==> src/rtl/audio_pkg.sv <==
// -----------------------------------------------------------------------------
// audio_pkg
// Shared definitions for the audio path (receive path, sample registers,
// processing stages and the I2S transmitter).
//   AUDIO_WIDTH     default bits per channel sample
//   AUDIO_CLK_DIV   default clk cycles per bclk half-period
//   stereo_sample_t left/right pair at the default sample width
// -----------------------------------------------------------------------------
package audio_pkg;

    localparam int unsigned AUDIO_WIDTH   = 16;
    localparam int unsigned AUDIO_CLK_DIV = 4;

    typedef struct packed {
        logic [AUDIO_WIDTH-1:0] left;
        logic [AUDIO_WIDTH-1:0] right;
    } stereo_sample_t;

endpackage

==> src/rtl/i2s_clk_gen.sv <==
// -----------------------------------------------------------------------------
// i2s_clk_gen
// Divides the system clock down to the I2S bit clock.
// Ports:
//   clk     system clock, rising edge
//   reset   synchronous, active-high reset
//   bclk_o  registered bit clock, toggles once every CLK_DIV clk cycles
//   fall_o  one-cycle strobe: bclk_o goes low on the next clk edge
// -----------------------------------------------------------------------------
module i2s_clk_gen
    import audio_pkg::*;
#(
    parameter int unsigned CLK_DIV = AUDIO_CLK_DIV
) (
    input  logic clk,
    input  logic reset,
    output logic bclk_o,
    output logic fall_o
);

    // With CLK_DIV == 1 the counter is a single bit that never leaves 0.
    localparam int unsigned        DIV_W    = (CLK_DIV > 1) ? $clog2(CLK_DIV) : 1;
    localparam logic [DIV_W-1:0]   DIV_LAST = DIV_W'(CLK_DIV - 1);

    logic [DIV_W-1:0] div_cnt_q, div_cnt_d;
    logic             bclk_q, bclk_d;
    logic             tick;

    assign tick = (div_cnt_q == DIV_LAST);

    always_comb begin
        div_cnt_d = tick ? '0 : div_cnt_q + 1'b1;
        bclk_d    = bclk_q ^ tick;
    end

    always_ff @(posedge clk) begin
        if (reset) begin
            div_cnt_q <= '0;
            bclk_q    <= 1'b0;
        end else begin
            div_cnt_q <= div_cnt_d;
            bclk_q    <= bclk_d;
        end
    end

    assign bclk_o = bclk_q;
    // A tick while bclk is high is the edge on which bclk falls.
    assign fall_o = tick & bclk_q;

endmodule

==> src/rtl/i2s_transmitter.sv <==
// -----------------------------------------------------------------------------
// i2s_transmitter
// Serializes stereo sample pairs into an I2S stream for the codec DAC.
// One pair is accepted per frame into a single holding buffer; at each frame
// start the buffer is moved into a 2*WIDTH bit shift register and shifted out
// MSB first, left channel then right channel.
// Ports:
//   clk       system clock, rising edge
//   reset     synchronous, active-high reset
//   left      left sample (two's complement)
//   right     right sample (two's complement)
//   valid     left/right pair presented
//   ready     holding buffer empty; transfer on valid && ready
//   bclk      I2S bit clock (registered)
//   lrclk     I2S word select, 0 = left, 1 = right (registered)
//   sdata     I2S serial data, MSB first (registered)
//   underrun  one-cycle pulse when a frame starts with no sample buffered
// -----------------------------------------------------------------------------
module i2s_transmitter
    import audio_pkg::*;
#(
    parameter int unsigned WIDTH   = AUDIO_WIDTH,
    parameter int unsigned CLK_DIV = AUDIO_CLK_DIV
) (
    input  logic             clk,
    input  logic             reset,
    input  logic [WIDTH-1:0] left,
    input  logic [WIDTH-1:0] right,
    input  logic             valid,
    output logic             ready,
    output logic             bclk,
    output logic             lrclk,
    output logic             sdata,
    output logic             underrun
);

    localparam int unsigned       FRAME_BITS   = 2 * WIDTH;
    localparam int unsigned       IDX_W        = $clog2(FRAME_BITS);
    localparam logic [IDX_W-1:0]  IDX_LAST     = IDX_W'(FRAME_BITS - 1);
    localparam logic [IDX_W-1:0]  IDX_LEFT_END = IDX_W'(WIDTH - 1);

    logic                  fall;
    logic                  accept;
    logic                  frame_start;

    logic                  buf_full_q, buf_full_d;
    logic [WIDTH-1:0]      left_buf_q;
    logic [WIDTH-1:0]      right_buf_q;
    logic [IDX_W-1:0]      bit_idx_q, bit_idx_d;
    logic [FRAME_BITS-1:0] shreg_q, shreg_d;
    logic                  lrclk_q, lrclk_d;
    logic                  underrun_q, underrun_d;

    i2s_clk_gen #(
        .CLK_DIV (CLK_DIV)
    ) u_clk_gen (
        .clk    (clk),
        .reset  (reset),
        .bclk_o (bclk),
        .fall_o (fall)
    );

    assign accept      = valid && !buf_full_q;
    // The frame starts on the fall event that wraps bit_idx back to 0.
    assign frame_start = fall && (bit_idx_q == IDX_LAST);

    always_comb begin
        // NOTE: every next-state value is given a default before any branch,
        // so no path leaves one unassigned and no latch is inferred.
        buf_full_d = buf_full_q;
        bit_idx_d  = bit_idx_q;
        shreg_d    = shreg_q;
        lrclk_d    = lrclk_q;
        underrun_d = 1'b0;

        if (accept) begin
            buf_full_d = 1'b1;
        end

        if (fall) begin
            bit_idx_d = frame_start ? '0 : bit_idx_q + 1'b1;

            if (frame_start) begin
                // A full buffer cannot also accept this cycle (ready is low),
                // so clearing it here never loses a pair. An empty buffer may
                // accept now; that pair is kept for the next frame.
                if (buf_full_q) begin
                    shreg_d    = {left_buf_q, right_buf_q};
                    buf_full_d = 1'b0;
                end else begin
                    shreg_d    = '0;
                    underrun_d = 1'b1;
                end
            end else begin
                shreg_d = {shreg_q[FRAME_BITS-2:0], 1'b0};
            end

            // Word select leads each channel's MSB by one bit period.
            if (bit_idx_d == IDX_LEFT_END) begin
                lrclk_d = 1'b1;
            end else if (bit_idx_d == IDX_LAST) begin
                lrclk_d = 1'b0;
            end
        end
    end

    always_ff @(posedge clk) begin
        // NOTE: sequential state uses non-blocking assignment so every flop
        // sees pre-edge values regardless of statement order.
        if (reset) begin
            buf_full_q <= 1'b0;
            bit_idx_q  <= IDX_LAST;
            shreg_q    <= '0;
            lrclk_q    <= 1'b0;
            underrun_q <= 1'b0;
        end else begin
            buf_full_q <= buf_full_d;
            bit_idx_q  <= bit_idx_d;
            shreg_q    <= shreg_d;
            lrclk_q    <= lrclk_d;
            underrun_q <= underrun_d;
        end
    end

    // NOTE: the sample buffer is only read while buf_full_q is set, so its
    // contents need no reset.
    always_ff @(posedge clk) begin
        if (accept) begin
            left_buf_q  <= left;
            right_buf_q <= right;
        end
    end

    assign ready    = !buf_full_q;
    assign lrclk    = lrclk_q;
    assign sdata    = shreg_q[FRAME_BITS-1];
    assign underrun = underrun_q;

endmodule
==> config.mk <==
export PLATFORM = sky130hd
export DESIGN_NAME = i2s_transmitter
export DESIGN_NICKNAME = d
export VERILOG_FILES = /design/src/rtl/audio_pkg.sv /design/src/rtl/i2s_clk_gen.sv /design/src/rtl/i2s_transmitter.sv
export SDC_FILE = /design/constraint.sdc
export NUM_CORES = 1
export LEC_CHECK = 0
export ABC_AREA = 1
export CAP_MARGIN = 25
export CORE_MARGIN = 2
export CORE_UTILIZATION = 54
export DETAILED_ROUTE_END_ITERATION = 12
export GPL_TIMING_DRIVEN = 0
export PLACE_DENSITY = 0.83
export REMOVE_ABC_BUFFERS = 1
export SYNTH_ARGS = -nofsm -noshare
export SYNTH_HDL_FRONTEND = slang
export SYNTH_SLANG_ARGS = --single-unit
export TNS_END_PERCENT = 5
==> constraint.sdc <==
create_clock -name clk -period 3.25 [get_ports clk]
set_input_delay 0.65 -clock clk [delete_from_list [all_inputs] [get_ports clk]]
set_output_delay 0.65 -clock clk [all_outputs]
set_load 0.005 [all_outputs]
Yosys cells after proc, flatten, opt, wreduce, memory -nomap -nowiden
Index checks and enable logic that the tools add are counted.

storage, ports and cells
  input port bits = 35
  output and inout port bits = 5
  bits in registers = 75
  logic and storage cells = 36

operators by class
  reductions and logical operators = 7
  add/sub/neg operators = 2
  mux-type cells = 10
  equality and inequality tests = 4
  bitwise logic cells = 4

operator list
  cell                   number
  $mux W32               2
  $eq A5 B5 Y1 const B   2
  $mux W1                7
  $add A5 B1 Y5 const B  1
  $eq A5 B4 Y1 const B   1
  $mux W5                1
  $reduce_or A3 Y1       1
  $add A2 B1 Y2 const B  1
  $eq A2 B2 Y1 const B   1
  $logic_and A1 B1 Y1    2
  $not A1 Y1             2
  $reduce_and A2 Y1      1
  $reduce_bool A2 Y1     1
  $reduce_or A2 Y1       1
  $and A1 B1 Y1          1
  $logic_not A1 Y1       1
  $xor A1 B1 Y1          1

Logic depth before layout (Yosys ltp)
Gate-level depths: netlist (run 1).

  depth in word-level cells = 7
  depth in mapped cells = 10
  depth with buffers taken out = 10

By module
A second synthesis (run 1) with hierarchy kept.

unflattened totals
  cells, all modules = 242
  area total of the unflattened synthesis = 2800.2 µm²

by module, submodules not included
  module           area an instance (µm²)  sequential area each (µm²)  instances  cells an instance
  i2s_transmitter  2685.1                  1761.7                      1          229
  i2s_clk_gen      115.1                   60.1                        1          13

Worst setup path before layout (run 1)
No wires, ideal clock.

  path kind = input to register
  start point = in valid
  end point = reg left_buf_q[0], enable pin
  stages on the path = 2
  slack = 0.789 ns
  data required time = 2.828 ns
  setup time = 0.422 ns
  data arrival time = 2.039 ns
  path buffers = 0
  cells stage by stage = inv_1 > nor2_1

between the ends
  word-level cells in the longest chain between the ends = 1

RTL lines
  element                 RTL line                source
  start: declaration      i2s_transmitter.sv:29   input logic valid,
  $logic_and A1 B1 Y1     i2s_transmitter.sv:63   assign accept = valid && !buf_full_q;
  named net accept        i2s_transmitter.sv:43   logic accept;
  end signal: assignment  i2s_transmitter.sv:129  left_buf_q <= left;
  end: declaration        i2s_transmitter.sv:47   logic [WIDTH-1:0] left_buf_q;

The timed path passes the listed nets, and every way through them passes these cells.
A chain may end at the register's enable or synchronous reset.

Worst setup path in the final report (run 1)
  start point = reg bit_idx_q[0]
  end point = reg lrclk_q (netlist: lrclk)

between the ends
  word-level cells in the longest chain between the ends = 6
  elaborated cells on any way between the ends = 9
  classes of those cells = 1 x add/sub; 3 x eq/ne; 2 x mux; 3 x reduce/logical

RTL lines
  element                                                RTL line                                       source
  start: declaration                                     i2s_transmitter.sv:49                          logic [IDX_W-1:0] bit_idx_q, bit_idx_d;
  start signal: assignment                               i2s_transmitter.sv:118                         bit_idx_q <= bit_idx_d;
  branches (longest 2 deep; another with $add A5 B1 Y5)  n/a
  $mux W5 (*)                                            i2s_transmitter.sv:81                          bit_idx_d = frame_start ? '0 : bit_idx_q + 1'b1;
  $eq A5 B4 Y1 / $eq A5 B5 Y1 (equally long branches)    i2s_transmitter.sv:99, i2s_transmitter.sv:101
  $reduce_bool A2 Y1 (no source line)                    n/a
  $reduce_and A2 Y1 (no source line)                     n/a
  end signal: assignment                                 i2s_transmitter.sv:120                         lrclk_q <= lrclk_d;
  end: declaration                                       i2s_transmitter.sv:51                          logic lrclk_q, lrclk_d;

Mark *: on every way between the ends.

==> results of run 1 <==
-- final cells by class --
type	instances	share of cell area
Sequential cell	75	0.515
Clock buffer	14	0.0460
Clock inverter	2	0.00955
Tap cell	72	0.0255
Multi-Input combinational cell	137	0.276
Inverter	13	0.0138
Timing Repair Buffer	40	0.115
-- metal layers --
layer | vias to the layer above | track usage | wire (um)
met5 | - | 0 | 0
met4 | 0 | 0.0842 | 67
met2 | 34 | 0.309 | 2520
li1 | 961 | - | -
met3 | 10 | 0.0460 | 173
met1 | 915 | 0.216 | 2220
-- path summary, 6_finish.rpt --
check,from,endpoint,slack [ns],cells past startpoint
worst max-delay path,bit_idx_q[0],lrclk,0.90,10
worst min register to register,u_clk_gen.div_cnt_q[0],u_clk_gen.div_cnt_q[0],0.45,1
worst min-delay path,u_clk_gen.div_cnt_q[0],u_clk_gen.div_cnt_q[0],0.45,1
worst max register to register,bit_idx_q[0],lrclk,0.90,10
-- cell usage after synthesis --
cell                       instances  area (um2)
sky130_fd_sc_hd__clkbuf_1          5        18.8
sky130_fd_sc_hd__nor3_1            2        10.0
sky130_fd_sc_hd__a221oi_2         30         450
sky130_fd_sc_hd__inv_2             4        15.0
sky130_fd_sc_hd__nand2_1          12        45.0
sky130_fd_sc_hd__edfxtp_1         32         961
sky130_fd_sc_hd__buf_6            10         113
sky130_fd_sc_hd__nor3b_1           1        7.51
sky130_fd_sc_hd__nand3_1           5        25.0
sky130_fd_sc_hd__dfxtp_1          43         861
sky130_fd_sc_hd__o21ai_0          33         165
sky130_fd_sc_hd__a32oi_1           1        8.76
sky130_fd_sc_hd__o31ai_1           1        7.51
sky130_fd_sc_hd__nor2_1           38         143
sky130_fd_sc_hd__nor3_2            1        10.0
sky130_fd_sc_hd__ha_1              4        50.1
sky130_fd_sc_hd__inv_1             9        33.8
sky130_fd_sc_hd__a21oi_1           8        40.0
sky130_fd_sc_hd__buf_2             4        20.0
sky130_fd_sc_hd__o21ai_1           1        5.00
-- placed cells by master (no fill, tap or decap) --
cell type,n
sky130_fd_sc_hd__a32oi_1,1
sky130_fd_sc_hd__nand2_1,12
sky130_fd_sc_hd__o21ai_1,1
sky130_fd_sc_hd__dfxtp_1,43
sky130_fd_sc_hd__o31ai_1,1
sky130_fd_sc_hd__a221oi_2,30
sky130_fd_sc_hd__nor3_2,1
sky130_fd_sc_hd__nor2_1,37
sky130_fd_sc_hd__inv_2,4
sky130_fd_sc_hd__clkbuf_1,3
sky130_fd_sc_hd__buf_8,1
sky130_fd_sc_hd__edfxtp_1,32
sky130_fd_sc_hd__nor2_4,1
sky130_fd_sc_hd__a21oi_1,8
sky130_fd_sc_hd__bufinv_16,1
sky130_fd_sc_hd__nor3b_1,1
sky130_fd_sc_hd__clkinv_1,1
sky130_fd_sc_hd__clkbuf_8,11
sky130_fd_sc_hd__ha_1,4
sky130_fd_sc_hd__inv_1,9
sky130_fd_sc_hd__nor3_1,2
sky130_fd_sc_hd__o21ai_0,33
sky130_fd_sc_hd__nand3_1,5
sky130_fd_sc_hd__clkdlybuf4s50_1,39
-- through the flow --
stage               hold WS, ns  setup TNS (ns)
finish                    0.450               0
global route              0.479               0
CTS                       0.459               0
global placement          0.415           -6.48
floorplan                 0.405               0
detailed placement        0.427               0
-- cell families (layout without fill, tap and decap cells) --
kind of cell / after synthesis / count (layout) / share of synthesized area
AO/OA/AOI/OAI: 74 / 74 / 0.226
adder cells (fa/ha/maj): 4 / 4 / 0.0167
buffers and inverters: 32 / 69 / 0.0670
flip-flops: 75 / 75 / 0.609
AND/OR/NAND/NOR: 59 / 59 / 0.0804
-- report_power, final --
part | total (mW) | leakage [nW] | internal [mW] | switching, mW
Combinational | 0.109 | 0.638 | 0.0523 | 0.0570
Sequential | 1.04 | 0.652 | 1.02 | 0.0170
Clock | 0.708 | 0.0983 | 0.396 | 0.312
Total | 1.85 | 1.39 | 1.47 | 0.386
-- state kept, by name, indices dropped and copies added, names as in the netlist --
name                 cells
underrun                 1
lrclk                    1
u_clk_gen.bclk_o         1
shreg_q                 32
right_buf_q             16
u_clk_gen.div_cnt_q      2
left_buf_q              16
buf_full_q               1
bit_idx_q                5
==> run summary, run 1 <==
The flow ran to the end, and the final reports show no timing, DRC or antenna violations. The worst setup path is captured at a flip-flop. After layout, the worst setup slack is 0.897 ns. The signal on the critical path passes through ha_1, nand2_1, nor2_1, ha_1, inv_2, nand3_1, nor3_2, nand3_1, nand2_1, nor2_1.

Entering global routing, the biggest net connects 39 pins. The Yosys step of the flow raised 0 warnings. For the pin with the worst max-slew slack, the measured transition is 0.919 ns. The cell total after placement is 337. The global-route total usage across every layer came out at 0.181.

The average instance area after synthesis came out at 12.3 um2. The worst slack at placement is 0.859 ns. At the later pin of the worst-skew pair, clock insertion delay measures 0.34 ns. The number of pins with negative max-slew slack in the final report was 0. The synthesized instance count is 244.

The hold buffer count at CTS is 0. The detailed-routing iteration count for the pre-antenna-repair pass is 4. The share of the Yosys chip area taken by registers is 0.609. The cell area after layout is 0.00354 mm2. In this design, the largest share of critical-path delay is due to simple AND/OR/NAND/NOR gates. The standard cell with the maximum stage delay on the critical path is sky130_fd_sc_hd__inv_2. The path class of the tightest hold or removal check is reg -> reg. The worst path arrival time is 2.59 ns.

The count of cells in the finished layout, fillers not included, comes to 353. The number of antenna cells inserted is 0. The total via count in the routed design is 1,920. The summed instance area of the synthesized netlist came out at 0.00299 mm2.

The post-cts gate resize count is 0. The count of buffering cells on the critical path with inverters included is 1. The number of fillers in the final layout came out at 394. The number of sinks on the clock net came out at 75. Counting along the longest clock path gives a buffer depth of 2. The count of nets left with antenna violations once routing finished came out at 0. The final worst clock skew came out at 0.00733 ns. Setup repair after global routing left no endpoint under its margin. TritonCTS built the clock tree. After global routing the overflow that remains totals 0. The max capacitance violation total is 0. The post-CTS setup buffer count is 0. The area added between synthesis and finish came out at 18.3%. The flip-flop and latch count after synthesis came out at 75. The initial antenna violation count came out at 0. The ratio of routed vias to standard cells is 5.44. The core outline area is 0.00544 mm2.

The number of cell rows came out at 27. Of the cells placed in the final design, the portion with a size suffix greater than 1 is 0.174. The count of endpoints failing setup in the final report is 0. STA classifies the critical path startpoint as a flip-flop. The height of the die came out at 78.4 um. The placed standard-cell area is 0.00334 mm2.

The detailed-placement wirelength estimate came out at 3000 um. The final hold violation count came out at 0. The global placer's final weighted congestion came out at 0.762. After clock tree synthesis, the clock-pin slew on the worst setup and hold paths is 0.07 ns. The achievable frequency is 425 MHz. The synthesized netlist contains 20 unique library cells. The post-layout minimum cycle time is 2.35 ns. The worst-case IR drop observed on VDD is 0.000378 V.

The number of CTS-inserted buffers is 9. The delay of the slowest critical-path stage came out at 0.66 ns. The count of pins on the block boundary came out at 40. The H-tree depth came out at 3. Of the available clock period, the critical path in the final layout requires 0.724. The final wirelength came out at 4990 um. The number of design rule violations left after detail routing came out at 0.

The detail-routed net length per standard cell is 14.1 um. Input and output buffers added on the ports amount to 39. The worst slew margin relative to its limit came out at 0.386.

The post-route total power is 1.85 mW. The initial detailed-routing violation count came out at 136. The leakage power total came out at 1.39 nW. The area of the die came out at 0.00615 mm2. The master cell of the clock root buffer is sky130_fd_sc_hd__clkbuf_8. The initial cell density of the core is 0.550.

The power density normalized to cell area is 524 mW/mm2. For the worst setup path, the data required time is 3.49 ns. The width of the chip came out at 78.4 um. The utilization of the core after routing is 0.650. Of all nets on the critical path, the largest fanout is 32. By startpoint and endpoint, the worst setup path is classified as reg -> reg. The number of nets in the finished design is 315. Summing all flip-flop and latch instances after layout gives 0.00182 mm2. The first global-routing pass estimated 8630 um of wire. The via count of the first global-routing pass came out at 1,932. The multi-input combinational cell area is 975 um2.
Note: power is estimated with default switching activity, not from simulation.
==> inputs of run 2 (changes only) <==
CORE_UTILIZATION = 49   (was 54)
PLACE_DENSITY = 0.79   (was 0.83)
clock period = 2 ns   (was 3.25 ns; I/O delays follow)
==> run summary, run 2 (synthesis gave the netlist of run 1 again) <==
The die covers 0.00674 mm2. Setup repair after global routing left no endpoint under its margin. The count of buffers inserted at the top-level ports is 39.

The H-tree depth is 3. The via count of the first global-routing pass came to 1,871. The number of antenna cells inserted is 0. Of the cells placed in the final design, the portion with a size suffix greater than 1 is 0.196. The initial antenna violation count is 0.

met2 is the most crowded layer. The core outline area is 0.00592 mm2. The initial detailed-routing violation count is 110. The die is 82.1 um wide. The register with the highest flop count is shreg_q.

In the final layout, the registers with the most flip-flops are shreg_q (32), left_buf_q (16), right_buf_q (16). The number of routed nets with antenna violations is 0. The leading cell type in the layout, fill and taps excluded is sky130_fd_sc_hd__dfxtp_1.

The cell area after layout is 0.00359 mm2. The worst setup path is captured at a flip-flop. The detail-routed net length per standard cell came out at 14.3 um. The initial cell density of the core came out at 0.505. After floorplanning, the core was divided into 28 placement rows. The final hold violation count came to 0.

The count of endpoints failing setup in the final report came out at 0. The final cell count without fillers came out at 356. The required time of the critical path is 2.23 ns. The clock period could shrink to 1.85 ns.

The CTS tree is yes. The share of the clock period used by the worst path after layout is 0.924. In the routed design, unresolved DRC markers number 0. The area growth from synthesis to layout is 20.1%. The path class of the tightest hold or removal check is reg -> reg.

The ratio of routed vias to standard cells came out at 5.37. The number of pins with negative max-slew slack in the final report came to 0. The number of sinks on the clock net came out at 75. The total overflow left after global routing is 0. At the later pin of the worst-skew pair, clock insertion delay measures 0.35 ns. Measured against its own limit, the worst slew margin works out to 0.401. Timing would allow up to 541 MHz. The first global-routing pass estimated 8400 um of wire.

For the final database, setup skew stands at 0.00825 ns. The number of nets in the finished design came out at 315. The detailed-placement wirelength estimate came out at 2950 um. The transition at the pin with the smallest max-transition slack is 0.896 ns. The master cell of the clock root buffer is sky130_fd_sc_hd__clkbuf_8. The number of CTS-inserted buffers came out at 9.

The CTS clock-pin slew for the worst setup and hold paths is 0.08 ns. The worst setup path is of the reg -> reg kind. The maximum buffer depth of the clock tree is 2. After detailed placement, the total cell area comes to 0.00334 mm2. The cell total after placement came out at 340. Across the run, the number of max-cap violations was 0. The library cells used most frequently in the layout, excluding fill and tap cells, are 43 x sky130_fd_sc_hd__dfxtp_1, 39 x sky130_fd_sc_hd__clkdlybuf4s50_1, 37 x sky130_fd_sc_hd__nor2_1. Entering global routing, the biggest net connects 39 pins.

The final wirelength is 5080 um. For this run, global-route usage on met1 was measured as 0.200. The global-route total usage across every layer came out at 0.170. The detailed-routing iteration count for the pre-antenna-repair pass came out at 5.

The total via count in the routed design is 1,912. The worst path arrival time is 2.08 ns. The critical path launch point type is a flip-flop. The height of the die is 82.1 um. The flip-flop count of the largest register after layout came out at 32.

VDD sags by at most 0.000532 V. Hold repair after CTS inserted 0 buffers. For this run, global-route usage on met3 was measured as 0.0326.

Of all nets on the critical path, the largest fanout is 32. The global placer's final weighted congestion came out at 0.752. The flow ran to the end, and the final reports show no timing, DRC or antenna violations. The power density normalized to cell area is 855 mW/mm2.

In the global route stage, met2 resource usage came out at 0.283. The leakage power total came out at 1.39 nW. The count of pins on the block boundary came out at 40.
run 2: cell count changes in the layout (fill, tap and decap cells not counted), sizes merged:
cell and change:
clkbuf -4, clkinv +2, clkinvlp +2
run 2: final cells by class:
| cell class | instances | area (um2) |
|---|---|---|
| clock buffers | 10 | 149 |
| clock inverters | 6 | 61.3 |
| fillers | 494 | 2330 |
| inverters | 13 | 68.8 |
| multi-input cells | 137 | 990 |
| flip-flops and latches | 75 | 1820 |
| well taps | 75 | 93.8 |
| repair buffers | 40 | 405 |
run 2: timing repair:
action | in CTS | in global routing
endpoints found under the setup margin | 37 | 32
resized for setup | 7 | 4
buffers inserted | 0 | 0
run 2: through the flow:
| step | hold slack [ns] | worst slack (ns) | util | power (mW) | setup TNS [ns] |
|---|---|---|---|---|---|
| after floorplan | 0.405 | -0.211 | - | 1.79 | -7.53 |
| after global placement | 0.415 | -1.21 | 0.561 | 1.89 | -64.74 |
| after detailed placement | 0.429 | -0.416 | 0.565 | 1.90 | -6.62 |
| after CTS | 0.440 | 0.0272 | 0.603 | 3.11 | 0 |
| after global routing | 0.490 | 0.00994 | 0.606 | 3.19 | 0 |
| final | 0.445 | 0.152 | 0.606 | 3.07 | 0 |
run 2: final timing paths:
kind | from | to | depth (start not counted) | slack, ns
worst min-delay path | u_clk_gen.div_cnt_q[0] | u_clk_gen.div_cnt_q[0] | 1 | 0.44
worst max register to register | bit_idx_q[0] | shreg_q[11] | 7 | 0.15
worst min register to register | u_clk_gen.div_cnt_q[0] | u_clk_gen.div_cnt_q[0] | 1 | 0.44
worst max-delay path | bit_idx_q[0] | shreg_q[11] | 7 | 0.15
run 2: per-layer routing:
layer | share of wire | up-vias
li1 | - | 957
met1 | 0.47 | 906
met2 | 0.49 | 43
met3 | 0.034 | 6
met4 | 0.015 | 0
met5 | 0 | -
run 2: critical path: stages (launching register included):
cell,delay [ns]
sky130_fd_sc_hd__dfxtp_1,0.39
sky130_fd_sc_hd__ha_1,0.18
sky130_fd_sc_hd__nand2_1,0.08
sky130_fd_sc_hd__nor2_1,0.12
sky130_fd_sc_hd__ha_2,0.31
sky130_fd_sc_hd__clkinv_8,0.21
sky130_fd_sc_hd__a221oi_2,0.35
sky130_fd_sc_hd__nor2_1,0.06
run 2: power breakdown:
group / switching [mW] / internal [mW] / leakage (nW)
Sequential: 0.0286 / 1.65 / 0.652
Combinational: 0.0962 / 0.0880 / 0.636
Clock: 0.554 / 0.648 / 0.104
Total: 0.679 / 2.39 / 1.39
